## src/rtl/commit_monitor.sv

```systemverilog
// Retire-side commit monitor: registers up to NCOMMIT retire lanes onto commit
// channels, keeps cycle/instruction counters, and halts reporting after a trap.
module commit_monitor #(
   parameter int               NCOMMIT     = 2,
   parameter int               XLEN        = 64,
   parameter logic [XLEN-1:0]  PC_START    = XLEN'(64'h8000_0000),
   parameter logic [6:0]       TRAP_OPCODE = 7'h6b
) (
   input  logic                    clock,
   input  logic                    reset,
   input  logic [NCOMMIT-1:0]      in_valid,
   input  logic [NCOMMIT*XLEN-1:0] in_pc,
   input  logic [NCOMMIT*32-1:0]   in_inst,
   input  logic [NCOMMIT-1:0]      in_wen,
   input  logic [NCOMMIT*5-1:0]    in_wdest,
   input  logic [NCOMMIT*XLEN-1:0] in_wdata,
   input  logic [NCOMMIT-1:0]      in_skip,
   input  logic [7:0]              in_trap_code,
   output logic [NCOMMIT-1:0]      cmt_valid,
   output logic [NCOMMIT*XLEN-1:0] cmt_pc,
   output logic [NCOMMIT*32-1:0]   cmt_inst,
   output logic [NCOMMIT-1:0]      cmt_wen,
   output logic [NCOMMIT*8-1:0]    cmt_wdest,
   output logic [NCOMMIT*XLEN-1:0] cmt_wdata,
   output logic [NCOMMIT-1:0]      cmt_skip,
   output logic [63:0]             cycle_cnt,
   output logic [63:0]             instr_cnt,
   output logic                    trap_valid,
   output logic [7:0]              trap_code,
   output logic [XLEN-1:0]         trap_pc,
   output logic                    halted,
   output logic                    proto_err
);

   typedef enum logic [1:0] {
      ST_RUN    = 2'd0,
      ST_TRAP   = 2'd1,
      ST_HALTED = 2'd2
   } state_t;

   state_t              state_r;
   logic                first_done_r;
   logic [NCOMMIT-1:0]  accept_s;
   logic                trap_hit_s;
   logic                noncontig_s;
   logic [XLEN-1:0]     trap_pc_s;
   logic [63:0]         accept_cnt_s;

   function automatic logic [63:0] popcount(input logic [NCOMMIT-1:0] vec);
      logic [63:0] cnt;
      cnt = 64'd0;
      for (int k = 0; k < NCOMMIT; k++) begin
         cnt = cnt + {63'd0, vec[k]};
      end
      return cnt;
   endfunction

   // Lane acceptance: contiguous valid prefix, cut after the lowest trap lane
   always_comb begin
      logic open_v;
      logic contig_v;
      accept_s    = '0;
      trap_hit_s  = 1'b0;
      trap_pc_s   = '0;
      noncontig_s = 1'b0;
      open_v      = (state_r == ST_RUN);
      contig_v    = 1'b1;
      for (int i = 0; i < NCOMMIT; i++) begin
         contig_v = contig_v & in_valid[i];
         if (in_valid[i] && !contig_v) begin
            noncontig_s = 1'b1;
         end else begin
            noncontig_s = noncontig_s;
         end
         if (open_v && in_valid[i]) begin
            accept_s[i] = 1'b1;
            if (in_inst[i*32 +: 7] == TRAP_OPCODE) begin
               trap_hit_s = 1'b1;
               trap_pc_s  = in_pc[i*XLEN +: XLEN];
               open_v     = 1'b0;
            end else begin
               open_v = open_v;
            end
         end else begin
            open_v = 1'b0;
         end
      end
      accept_cnt_s = popcount(accept_s);
   end

   // Commit channels, counters, trap latch and RUN/TRAP/HALTED state
   always_ff @(posedge clock) begin
      if (reset) begin
         state_r      <= ST_RUN;
         first_done_r <= 1'b0;
         cmt_valid    <= '0;
         cmt_pc       <= '0;
         cmt_inst     <= '0;
         cmt_wen      <= '0;
         cmt_wdest    <= '0;
         cmt_wdata    <= '0;
         cmt_skip     <= '0;
         cycle_cnt    <= 64'd0;
         instr_cnt    <= 64'd0;
         trap_valid   <= 1'b0;
         trap_code    <= 8'd0;
         trap_pc      <= '0;
         halted       <= 1'b0;
         proto_err    <= 1'b0;
      end else begin
         cmt_valid  <= accept_s;
         trap_valid <= trap_hit_s;
         for (int i = 0; i < NCOMMIT; i++) begin
            if (accept_s[i]) begin
               cmt_pc[i*XLEN +: XLEN]    <= in_pc[i*XLEN +: XLEN];
               cmt_inst[i*32 +: 32]      <= in_inst[i*32 +: 32];
               cmt_wdata[i*XLEN +: XLEN] <= in_wdata[i*XLEN +: XLEN];
               cmt_wdest[i*8 +: 8]       <= {3'd0, in_wdest[i*5 +: 5]};
               cmt_wen[i]  <= in_wen[i] & (in_wdest[i*5 +: 5] != 5'd0);
               cmt_skip[i] <= in_skip[i] |
                              ((in_pc[i*XLEN +: XLEN] == PC_START) && !first_done_r);
            end else begin
               cmt_pc[i*XLEN +: XLEN]    <= '0;
               cmt_inst[i*32 +: 32]      <= 32'd0;
               cmt_wdata[i*XLEN +: XLEN] <= '0;
               cmt_wdest[i*8 +: 8]       <= 8'd0;
               cmt_wen[i]                <= 1'b0;
               cmt_skip[i]               <= 1'b0;
            end
         end
         case (state_r)
            ST_RUN: begin
               cycle_cnt <= cycle_cnt + 64'd1;
               instr_cnt <= instr_cnt + accept_cnt_s;
               if (|accept_s) begin
                  first_done_r <= 1'b1;
               end else begin
                  first_done_r <= first_done_r;
               end
               if (noncontig_s) begin
                  proto_err <= 1'b1;
               end else begin
                  proto_err <= proto_err;
               end
               if (trap_hit_s) begin
                  state_r   <= ST_TRAP;
                  halted    <= 1'b1;
                  trap_pc   <= trap_pc_s;
                  trap_code <= in_trap_code;
               end else begin
                  state_r <= ST_RUN;
                  halted  <= 1'b0;
               end
            end
            ST_TRAP: begin
               state_r <= ST_HALTED;
               halted  <= 1'b1;
            end
            ST_HALTED: begin
               state_r <= ST_HALTED;
               halted  <= 1'b1;
            end
            // An undefined encoding is treated as a halt so reporting stays frozen
            default: begin
               state_r <= ST_HALTED;
               halted  <= 1'b1;
            end
         endcase
      end
   end

endmodule

```

## config.mk

```make
export PLATFORM = sky130hd
export DESIGN_NAME = commit_monitor
export DESIGN_NICKNAME = d
export VERILOG_FILES = /design/src/rtl/commit_monitor.sv
export SDC_FILE = /design/constraint.sdc
export NUM_CORES = 1
export LEC_CHECK = 0
export CORE_AREA = 8 8 336 338
export CTS_BUF_LIST = sky130_fd_sc_hd__clkbuf_2 sky130_fd_sc_hd__clkbuf_4 sky130_fd_sc_hd__clkbuf_8
export DETAILED_ROUTE_END_ITERATION = 12
export DIE_AREA = 0 0 344 346
export HOLD_SLACK_MARGIN = 0.06
export PLACE_DENSITY = 0.41
export SYNTH_ARGS = -nofsm -noshare
export SYNTH_HDL_FRONTEND = slang
export SYNTH_SLANG_ARGS = --single-unit
export TNS_END_PERCENT = 1
```

## constraint.sdc

```tcl
create_clock -name clock -period 4.7 [get_ports clock]
set_clock_uncertainty 0.2 [all_clocks]
set_input_delay 0.94 -clock clock [delete_from_list [all_inputs] [get_ports clock]]
set_output_delay 0.94 -clock clock [all_outputs]
set_load 0.02 [all_outputs]
```

; ---- After elaboration in Yosys (flattened, before gate mapping)
; Cells that the tools add are included.
[op_classes]
n_addsub = 3
mul = 0
div_mod_pow = 0
n_lt_le_gt_ge = 0
eq_ne = 4
shifts = 0
muxes = 17
bitwise = 8
reduce_logical = 17
[op_table]
columns = op, count
row1 = $mux 64, 4
row2 = $eq 64x32->1 const B, 2
row3 = $add 64x1->64 const B, 1
row4 = $add 64x2->64, 1
row5 = $eq 7x7->1 const B, 2
row6 = $mux 1, 12
row7 = $reduce_bool 5->1, 2
row8 = $reduce_or 2->1, 4
row9 = $reduce_and 2->1, 3
row10 = $logic_and 1x1->1, 5
row11 = $and 1x1->1, 3
row12 = $not 1->1, 3
row13 = $add 1x1->2, 1
row14 = $logic_not 1->1, 2
row15 = $logic_not 2->1, 1
row16 = $mux 2, 1
row17 = $or 1x1->1, 2
[word_totals]
regBits = 548
latch_bits = 0
ram_bits = 0
rom_bits = 0
input_bits = 346
wordCells = 73
mem_count = 0

; ---- Logic depth before layout (Yosys ltp)
; Gate-level depths: netlist of the first run.
[logic_depth]
depth_word = 7
mapped_depth = 12
mapped_depth_nobuf = 9

; ---- Worst setup path after synthesis of the first run
; OpenSTA, ideal clock, no wires.
[synth_path]
kind = input to register
start = in in_valid[0]
end = reg instr_cnt[52]
t_arrival_ps = 3921
t_required_ps = 4430
slack_ps = 509
cell_stages = 11
cell_sequence = or3b_2 > inv_1 > fa_1 > ha_1 > or3b_1 > or4_1 > clkbuf_1 > or3_1 > clkbuf_1 > or4_1 > a21oi_1
[synth_via]
elab_cells_between_ends = 7
cone_classes = add/sub: 2 / mux: 3 / reduce/logical: 2
[synth_lines]
columns = item, line
row1 = "start, declared", 11  ; input logic [NCOMMIT-1:0] in_valid,
row2 = $logic_and 1x1->1, 75  ; if (open_v && in_valid[i]) begin
row3 = $mux 1, 75
row4 = named net accept_s[0], 43  ; logic [NCOMMIT-1:0] accept_s;
row5 = $add 1x1->2, 53  ; cnt = cnt + {63'd0, vec[k]};
row6 = $add 64x2->64, 134  ; instr_cnt <= instr_cnt + accept_cnt_s;
row7 = "end signal, assigned", 134
row8 = "end, declared", 27  ; output logic [63:0] instr_cnt,
; The timed path passes the listed nets, and every way through them passes these cells.
; A chain may end at the register's enable or synchronous reset.

; ---- Worst setup path after layout of the first run
[layout_path]
start = in in_inst[4]
end = reg instr_cnt[36]
[layout_via]
elab_chain_cells = 7
[layout_rtl]
columns = item, line
row1 = "start, declared", 13  ; input logic [NCOMMIT*32-1:0] in_inst,
row2 = $eq 7x7->1, 77  ; if (in_inst[i*32 +: 7] == TRAP_OPCODE) begin
row3 = $mux 1, 77
row4 = $mux 1, 75
row5 = $logic_and 1x1->1, 75
row6 = $mux 1, 75
row7 = named net accept_s[1], 43
row8 = $add 1x1->2, 53
row9 = $add 64x2->64, 134
; The timed path passes the listed nets, and every way through them passes these cells.

==> metrics, run 1 <==
RSZ-0062 raised after global routing no; H-tree depth 3; vias in the first global route 17900; initial antenna violation count 14; synthesized instance count 1860; final hold vios 0; Vias/cell 4.076; I/O Pins 891; Ys Warns 0; Worst Max-Slew Pin Slew 1024 ps; top post-synthesis cells by area dfxtp_1 (59%), and2_1 (11%), a21oi_1 (3.5%); WS Path Type in -> reg; Most used DFF post-synth dfxtp_1; via count 17400; total grt overflow 0; total setup buffers inserted after CTS 0; kind of cell adding the most delay to the critical path simple AND/OR/NAND/NOR gates; post-DP HPWL 80240 µm; Max Root-Sink Buffers 3; total CTS buffers 104; Post-synth top cells dfxtp_1 (542), and2_1 (330), nand2_1 (134), a21oi_1 (130); largest net degree at the start of global routing 101; Crit path top cell by count or3_1; DRC Markers 0; outcome finished clean; Final period util 90.26%; synthesized area 0.01837 mm²; clk_lat worst skew 740 ps; Final Wtd Congestion 0.8803; Leak 10.77 nW; Max-cap violations 0; Final Slew Violations 0; Total Nets Final 3116; CP startpoint kind primary input; crit path cell chain clkdlybuf4s50_1 > nand4b_1 > buf_12 > o21a_1 > fa_1 > ha_1 > or3b_1 > or4_1 > or3_1 > buf_4 > or3_1 > a21oi_1; power per cell area 342.4 mW/mm²; setup TNS 0 ps; die height 346 µm; layout cells sized above 1 8.351%; final hold slack 254.6 ps; Port Buf Inserts 884; syn avg cell area 9.878 µm²; register clock-pin slew on the reported worst setup and hold paths 60 ps; DR WL/cell 23.54 µm; Cell Rows 121; Post-CTS Resized 0; starting density of the core 17.05%; Synth async-reset ratio 0%; Initial DRC Count 922; post-layout util 28.90%; Hold WC Path Type reg -> reg; Seq/Total Area, Yosys 59.05%; first-pass GRT wire length 138600 µm; Die X 344 µm; CP required 5140 ps; clock sinks 542; core area 0.1078 mm²; Worst slew margin 31.09%; Critical path buffers and inverters 3; area leader, netlist dfxtp_1; maximum clock rate 235.7 MHz; total routed wirelength 100500 µm; Crit Path Max Fanout 14; post-synthesis cell type count 53; GRT Total Usage 16.00%; Crit path arrival time 4690 ps; CP peak stage delay 580 ps; Final ANT Viol Nets 0; TritonRoute pass-1 iters 5; Synth-to-Final Area Change 69.52%; Setup crit end kind register; EDFF count, synth 0; Synth Register Bits 542; Tmin final 4242 ps; die area 0.1190 mm²; CTS tree built; final count of negative-setup-slack endpoints 0; VDD IR max 0.1877 mV; CTS Root Cell clkbuf_8; count leader, synth dfxtp_1; slowest cell on the critical path or4_1; top cell type's share of synthesized area 59.05%; Hold Buf Count CTS 0
[power breakdown]
| group | switching (mW) | internal (mW) |
|---|---|---|
| Clock | 2.18 | 2.79 |
| Sequential | 0.0393 | 4.71 |
| Combinational | 0.440 | 0.505 |
[kinds of logic after synthesis]
family,after synthesis,share of synthesized area (%)
AOI/OAI and AO/OA,254,8.260
xor gates and xnor gates,70,3.337
adders and majority gates,3,0.2451
buffers and inverters,141,3.058
DFF,542,59.05
muxes,2,0.1226
other,1,0.02041
and+or+nand+nor,847,25.90
[worst reg2reg max path: stages (launching register included)]
cell      delay [ps]
dfxtp_1          390
nor4bb_1         380
buf_4            180
o21a_1           150
fa_1             200
ha_1             160
or3b_1           420
or4_1            580
or3_1            460
buf_4            200
or3_1            320
a21oi_1          170
[final cells by class]
type	instances	area, µm²
diodes	5	12.51
fillers	11350	76650
clock buffers	160	2002
flip-flops and latches	542	10850
inverters	27	101.3
repair buffers	910	9170
well taps	1414	1769
multi-input cells	1182	7009
clock inverters	29	232.7
[worst paths after layout]
check,startpoint,to,slack (ps),depth (start not counted)
worst min register to register,trap_pc[37],trap_pc[37],250,2
worst max-delay path,in_inst[4],instr_cnt[36],460,12
worst min-delay path,trap_pc[37],trap_pc[37],250,2
worst max register to register,state_r[1],instr_cnt[36],790,11
[registers in the layout, summed over array words and instances (netlist names), 8 cells and up]
name / flops
trap_pc: 64
cmt_wdest: 10
instr_cnt: 64
cmt_pc: 128
cycle_cnt: 64
cmt_wdata: 128
cmt_inst: 64
trap_code: 8
[through the flow]
stage	std cells	setup slack (ps)	total power, mW	area [µm²]
3_3_place_gp	4075	-243.3	5.794	28900
4_1_cts	4264	567.3	10.91	31130
6_report	4269	457.9	10.66	31150
5_1_grt	4268	328.6	11.15	31140
3_5_place_dp	4075	-277.6	5.798	28900
2_1_floorplan	1865	508.5	5.123	18390
[layout by cell type (no fill, tap or decap), drive strengths merged, types with 3 or more instances in the layout]
cell type,n
buf,27
or3b,3
nor4b,3
nand3,40
a22oi,64
and2,330
diode,5
or2,9
nor2b,4
clkinv,19
and4,9
nor3,26
clkdlybuf4s50,883
nand2,134
nor2,100
conb,6
o21ai,30
o21a,3
clkbuf,160
clkinvlp,3
o31ai,20
inv,33
and3,5
nand4,38
a21oi,130
xor2,14
xnor2,56
dfxtp,542
or4,38
nor4,57
or3,39
[layer usage]
layer | vias up | wire (µm) | track usage, %
met5 | - | 63 | 0
met4 | 8 | 2602 | 4.137
met3 | 147 | 9123 | 6.119
met2 | 703 | 50460 | 28.78
met1 | 8377 | 38250 | 17.50
li1 | 8165 | - | -
(Power assumes the default switching activity.)
==> inputs of run 2 (changes only) <==
Settings changed: CORE_AREA 8 8 336 338 to 2 2 350 352, DIE_AREA 0 0 344 346 to 0 0 352 354, PLACE_DENSITY 0.41 to 0.38.
==> metrics, run 2 (synthesis results as in run 1) <==
Non-Filler Instances 4487 (+5.1%); outcome finished clean; setup TNS 0 ps (unchanged); Die X 352 µm (+2.3%); Crit path arrival time 4700 ps (about the same); most frequent cells in the layout clkdlybuf4s50_1 (883), dfxtp_1 (542), and2_1 (330); Total Nets Final 3128 (+0.39%); final hold vios 0 (unchanged); area post-placement 0.02922 mm² (+1.1%); DR WL/cell 22.01 µm (-6.5%); via count 16960 (-2.5%); Max-cap violations 0 (unchanged); Cell Rows 128 (+5.8%); Top Registers cmt_pc (128), cmt_wdata (128); clock sinks 542 (unchanged); total routed wirelength 98780 µm (-1.7%); Hold Path Origin trap_pc[39]; Place WS -337.8 ps (-60.15 ps); die area 0.1246 mm² (+4.7%); Setup crit end kind register; total grt overflow 0 (unchanged); Final ANT Viol Nets 0 (unchanged); initial antenna violation count 11 (-3); Synth-to-Final Area Change 71.90%; I/O Pins 891 (unchanged); Worst slew margin 29.93% (-1.2 points); CTS Root Cell clkbuf_8; DRC Markers 0 (unchanged); power per cell area 350.1 mW/mm² (+2.3%); clk_lat worst skew 790 ps (+50 ps); Vias/cell 3.780 (-7.3%); Final period util 89.36% (-0.90 points); largest net degree at the start of global routing 108 (+6.9%); RSZ-0062 raised after global routing no; H-tree depth 3 (unchanged); total CTS buffers 108 (+3.8%); starting density of the core 15.20% (-1.8 points); Port Buf Inserts 884 (unchanged); r2r setup slk 800 ps (about the same); WS Path Type in -> reg; Hold Buf Count CTS 0 (unchanged); first-pass GRT wire length 136000 µm (-1.9%); Worst Setup Slack, final 500.0 ps (+42.08 ps); CP required 5200 ps (+60 ps); maximum clock rate 238.1 MHz (+1.0%); Inst Count DP 4294 (+5.4%); TritonRoute pass-1 iters 5 (unchanged); core area 0.1209 mm² (+12%); Worst Max-Slew Pin Slew 1043 ps (+18.80 ps); Hold WC Path Type reg -> reg; post-route cell area 0.03158 mm² (+1.4%); Max Root-Sink Buffers 3 (unchanged); Leak 10.86 nW (+0.84%); die height 354 µm (+2.3%); vias in the first global route 16780 (-6.2%); Final Wtd Congestion 0.8267 (-6.1%); CP startpoint kind primary input; Tmin final 4200 ps (-42.08 ps); final count of negative-setup-slack endpoints 0 (unchanged); VDD IR max 0.1859 mV (-0.98%); register clock-pin slew on the reported worst setup and hold paths 60 ps (about the same); Crit Path Max Fanout 10 (-4); GRT Total Usage 15.33% (-0.67 points); total setup buffers inserted after CTS 0 (unchanged); commonest non-fill, non-tap cell in the layout clkdlybuf4s50_1; Post-CTS Resized 0 (unchanged); CTS tree built; Crit. Startpoint in_valid[0]; post-DP HPWL 76560 µm (-4.6%); reg2reg start state_r[1]; Initial DRC Count 836 (-9.3%); Final Slew Violations 0 (unchanged); layout cells sized above 1 8.546% (+0.20 points)
==> run 2: routing by layer <==
metal | routed length [µm] | GRT usage [%] | up-vias
met1 | 39730 | 17.61 | 7982
met2 | 47630 | 25.75 | 625
li1 | - | - | 8207
met4 | 2884 | 4.850 | 4
met5 | 29 | 0 | -
met3 | 8504 | 6.361 | 143
==> run 2: final timing paths <==
| check | to | depth (start not counted) |
|---|---|---|
| hold reg to reg | trap_pc[39] | 2 |
| setup / recovery | instr_cnt[40] | 12 |
| setup reg to reg | instr_cnt[40] | 11 |
| hold / removal | trap_pc[39] | 2 |
==> run 2: worst max-delay path, cell delays in order <==
cell and delay, ps:
clkdlybuf4s50_1 540, nor4bb_2 320, buf_4 170, o21a_1 170
fa_1 210, ha_1 160, or3b_1 400, or4_1 580
or3_1 500, buf_4 210, or3_1 340, a21oi_1 150
==> run 2: power breakdown <==
| part | leakage [nW] | switching, mW | total [mW] | internal (mW) |
|---|---|---|---|---|
| Clock | 1.25 | 2.25 | 5.36 | 3.11 |
| Sequential | 4.41 | 0.0386 | 4.74 | 4.71 |
| Combinational | 5.20 | 0.445 | 0.950 | 0.505 |
| Total | 10.9 | 2.73 | 11.1 | 8.32 |
==> run 2: final cells by class <==
| cell class | instances | area, µm² |
|---|---|---|
| antenna | 7 | 17.52 |
| clock buffer | 171 | 2116 |
| multi-input combinational | 1182 | 7023 |
| inverter | 27 | 101.3 |
| sequential | 542 | 10850 |
| tap | 1625 | 2033 |
| timing repair buffer | 918 | 9208 |
| fill | 12950 | 89330 |
| clock inverter | 15 | 235.2 |
==> run 2: through the flow <==
| stage | util [%] | hold slack [ps] | power, mW |
|---|---|---|---|
| after CTS | 26.11 | 253.8 | 11.33 |
| after global placement | 24.16 | 237.0 | 5.807 |
| after detailed placement | 24.16 | 244.7 | 5.804 |
| final | 26.12 | 253.3 | 11.06 |
| after global routing | 26.12 | 270.1 | 11.55 |
| after floorplan | - | 239.0 | 5.123 |
==> inputs of run 3 (changes only) <==
Settings changed: ABC_AREA set to 1, PLACE_DENSITY 0.38 to 0.4.
==> metrics, run 3 <==
outcome finished clean; Most used DFF post-synth dfxtp_1; Worst slew margin 33.87% (+3.9 points); power per cell area 331.8 mW/mm² (-5.2%); CP peak stage delay 700 ps (+120 ps); Post-synth top cells nor2_1 (814), dfxtp_1 (542), inv_1 (481), nand2_1 (427), o21ai_0 (170); Critical path buffers and inverters 1 (-2); first-pass GRT wire length 151700 µm (+11%); Cell Rows 128 (unchanged); Max-cap violations 0 (unchanged); Vias/cell 3.810 (+0.80%); Max Root-Sink Buffers 3 (unchanged); register clock-pin slew on the reported worst setup and hold paths 60 ps (about the same); core area 0.1209 mm² (unchanged); Final ANT Viol Nets 0 (unchanged); adder and majority gate portion of the synthesized area 0.2199% (-0.025 points); Ys Warns 0 (unchanged); post-DP HPWL 85620 µm (+12%); largest family of logic cells by synthesized area simple AND/OR/NAND/NOR gates; die area 0.1246 mm² (unchanged); Crit path arrival time 2070 ps (-2630 ps); CP required 3560 ps (-1640 ps); final count of negative-setup-slack endpoints 0 (unchanged); Initial DRC Count 1156 (+38%); slowest cell on the critical path clkdlybuf4s50_1; mux cell area share after synthesis 0% (-0.12 points); DR WL/cell 19.58 µm (-11%); Total Nets Final 4115 (+32%); top post-synthesis cells by area dfxtp_1 (53%), nor2_1 (15%), inv_1 (8.8%); total CTS buffers 107 (-0.93%); Synth Register Bits 542 (unchanged); Hold WC Path Type reg -> reg; EDFF count, synth 0 (unchanged); RSZ-0062 raised after global routing no; Tmin final 3211 ps (-989.4 ps); Final period util 68.31% (-21 points); WS Path Type reg -> out; post-synthesis cell type count 39 (-26%); Synth async-reset ratio 0% (unchanged); CTS Root Cell clkbuf_8; layout cells sized above 1 6.651% (-1.9 points); top cell type's share of synthesized area 52.97% (-6.1 points); total grt overflow 0 (unchanged); Worst Setup Slack, final 1489 ps (+989.4 ps); Leak 13.81 nW (+27%); Post-CTS Resized 0 (unchanged); CP startpoint kind register; Port Buf Inserts 884 (unchanged); starting density of the core 16.94% (+1.7 points); via count 20870 (+23%); kind of cell adding the most delay to the critical path buffers and inverters; area leader, netlist dfxtp_1; final hold vios 0 (unchanged); met3 global-route usage 5.165% (-1.2 points); I/O Pins 891 (unchanged); area of the multi-input gates 0.007348 mm² (+4.6%); commonest non-fill, non-tap cell in the layout clkdlybuf4s50_1; largest net degree at the start of global routing 115 (+6.5%); Worst Max-Slew Pin Slew 992.0 ps (-50.97 ps); Setup crit end kind primary output; clk_lat worst skew 810 ps (+20 ps); Simple-Gate Fraction of Synth Area 28.81% (+2.9 points); fill count 13270 (+2.4%); GRT met2 Usage 29.69% (+3.9 points); H-tree depth 3 (unchanged); crit path cell chain clkdlybuf4s50_1; DRC Markers 0 (unchanged); synthesized instance count 2827 (+52%); Synth-to-Final Area Change 64.27%; clock sinks 542 (unchanged); vias in the first global route 20890 (+24%); total setup buffers inserted after CTS 0 (unchanged); Top Registers cmt_pc (128), cmt_wdata (128); most frequent cells in the layout clkdlybuf4s50_1 (883), nor2_1 (814), dfxtp_1 (542); count leader, synth nor2_1; Final Wtd Congestion 0.8575 (+3.7%); Seq/Total Area, Yosys 52.97% (-6.1 points); Place WS 665.6 ps (+1003 ps); die height 354 µm (unchanged); VDD IR max 0.2215 mV (+19%); total routed wirelength 107300 µm (+8.6%); syn avg cell area 7.246 µm² (-27%); initial antenna violation count 16 (+5); setup TNS 0 ps (unchanged); Compound-Gate Fraction of Synth Area 5.839% (-2.4 points); Crit Path Max Fanout 5 (-5); FF+latch area 0.01085 mm² (unchanged); post-layout util 27.83% (+1.7 points); TritonRoute pass-1 iters 5 (unchanged); GRT Total Usage 16.73% (+1.4 points); Die X 352 µm (unchanged); gr busiest metal met2; XOR/XNOR Fraction of Synth Area 0.8551% (-2.5 points); synthesized area 0.02048 mm² (+11%); maximum clock rate 311.5 MHz (+31%); Final Slew Violations 0 (unchanged); CTS tree built; grt met1 use 19.58% (+2.0 points); Hold Buf Count CTS 0 (unchanged)
==> run 3: cell count changes after synthesis, moves of 57 or more <==
cell,before,now
nor4_1,57,0
o21ai_0,30,170
nor2_1,100,814
and2_1,330,2
a22oi_1,64,0
inv_1,27,481
a21oi_1,130,51
nand2_1,134,427
==> run 3: cell families (layout without fill, tap and decap cells) <==
family	after synthesis	after routing
and+or+nand+nor	1452	1452
buffers and inverters	577	1594
other	1	10
AOI/OAI and AO/OA	232	232
adders and majority gates	3	3
DFF	542	542
xor gates and xnor gates	20	20
==> run 3: metrics by stage <==
step	instances	instance area [µm²]	hold WS [ps]	total power [mW]
final	5478	33650	310.2	11.16
after global routing	5477	33650	201.4	11.67
after CTS	5474	33640	186.3	11.41
after detailed placement	5282	31230	297.5	5.872
after global placement	5282	31230	290.5	5.876
after floorplan	2832	20500	255.3	5.186
==> run 3: power breakdown <==
part	switching, mW	leakage [nW]	internal [mW]
sequential	0.0416	4.41	4.71
clock	2.33	1.27	3.07
combinational	0.517	8.13	0.497
total	2.89	13.8	8.28
==> run 3: final timing paths <==
path	startpoint	endpoint	slack, ps	depth (start not counted)
worst min-delay path	trap_pc[33]	trap_pc[33]	310	2
worst min register to register	trap_pc[33]	trap_pc[33]	310	2
worst max register to register	state_r[1]	instr_cnt[49]	1570	16
worst max-delay path	instr_cnt[24]	instr_cnt[24]	1490	1
==> run 3: layout make-up <==
class                      instances  share of cell area, %
multi-input combinational       1713                  21.84
clock inverter                    21                 0.6841
inverter                         484                  5.447
antenna                            4                0.02975
tap                             1625                  6.042
sequential                       542                  32.24
clock buffer                     171                  6.492
timing repair buffer             918                  27.22
==> run 3: metal layers <==
metal  share of wire (%)  vias to the layer above  wire length [µm]
met5               0.034                        -                37
met4                 2.0                        6              2112
met2                  50                      710             53860
met3                 6.9                      139              7453
met1                  41                     9595             43800
li1                    -                    10420                 -
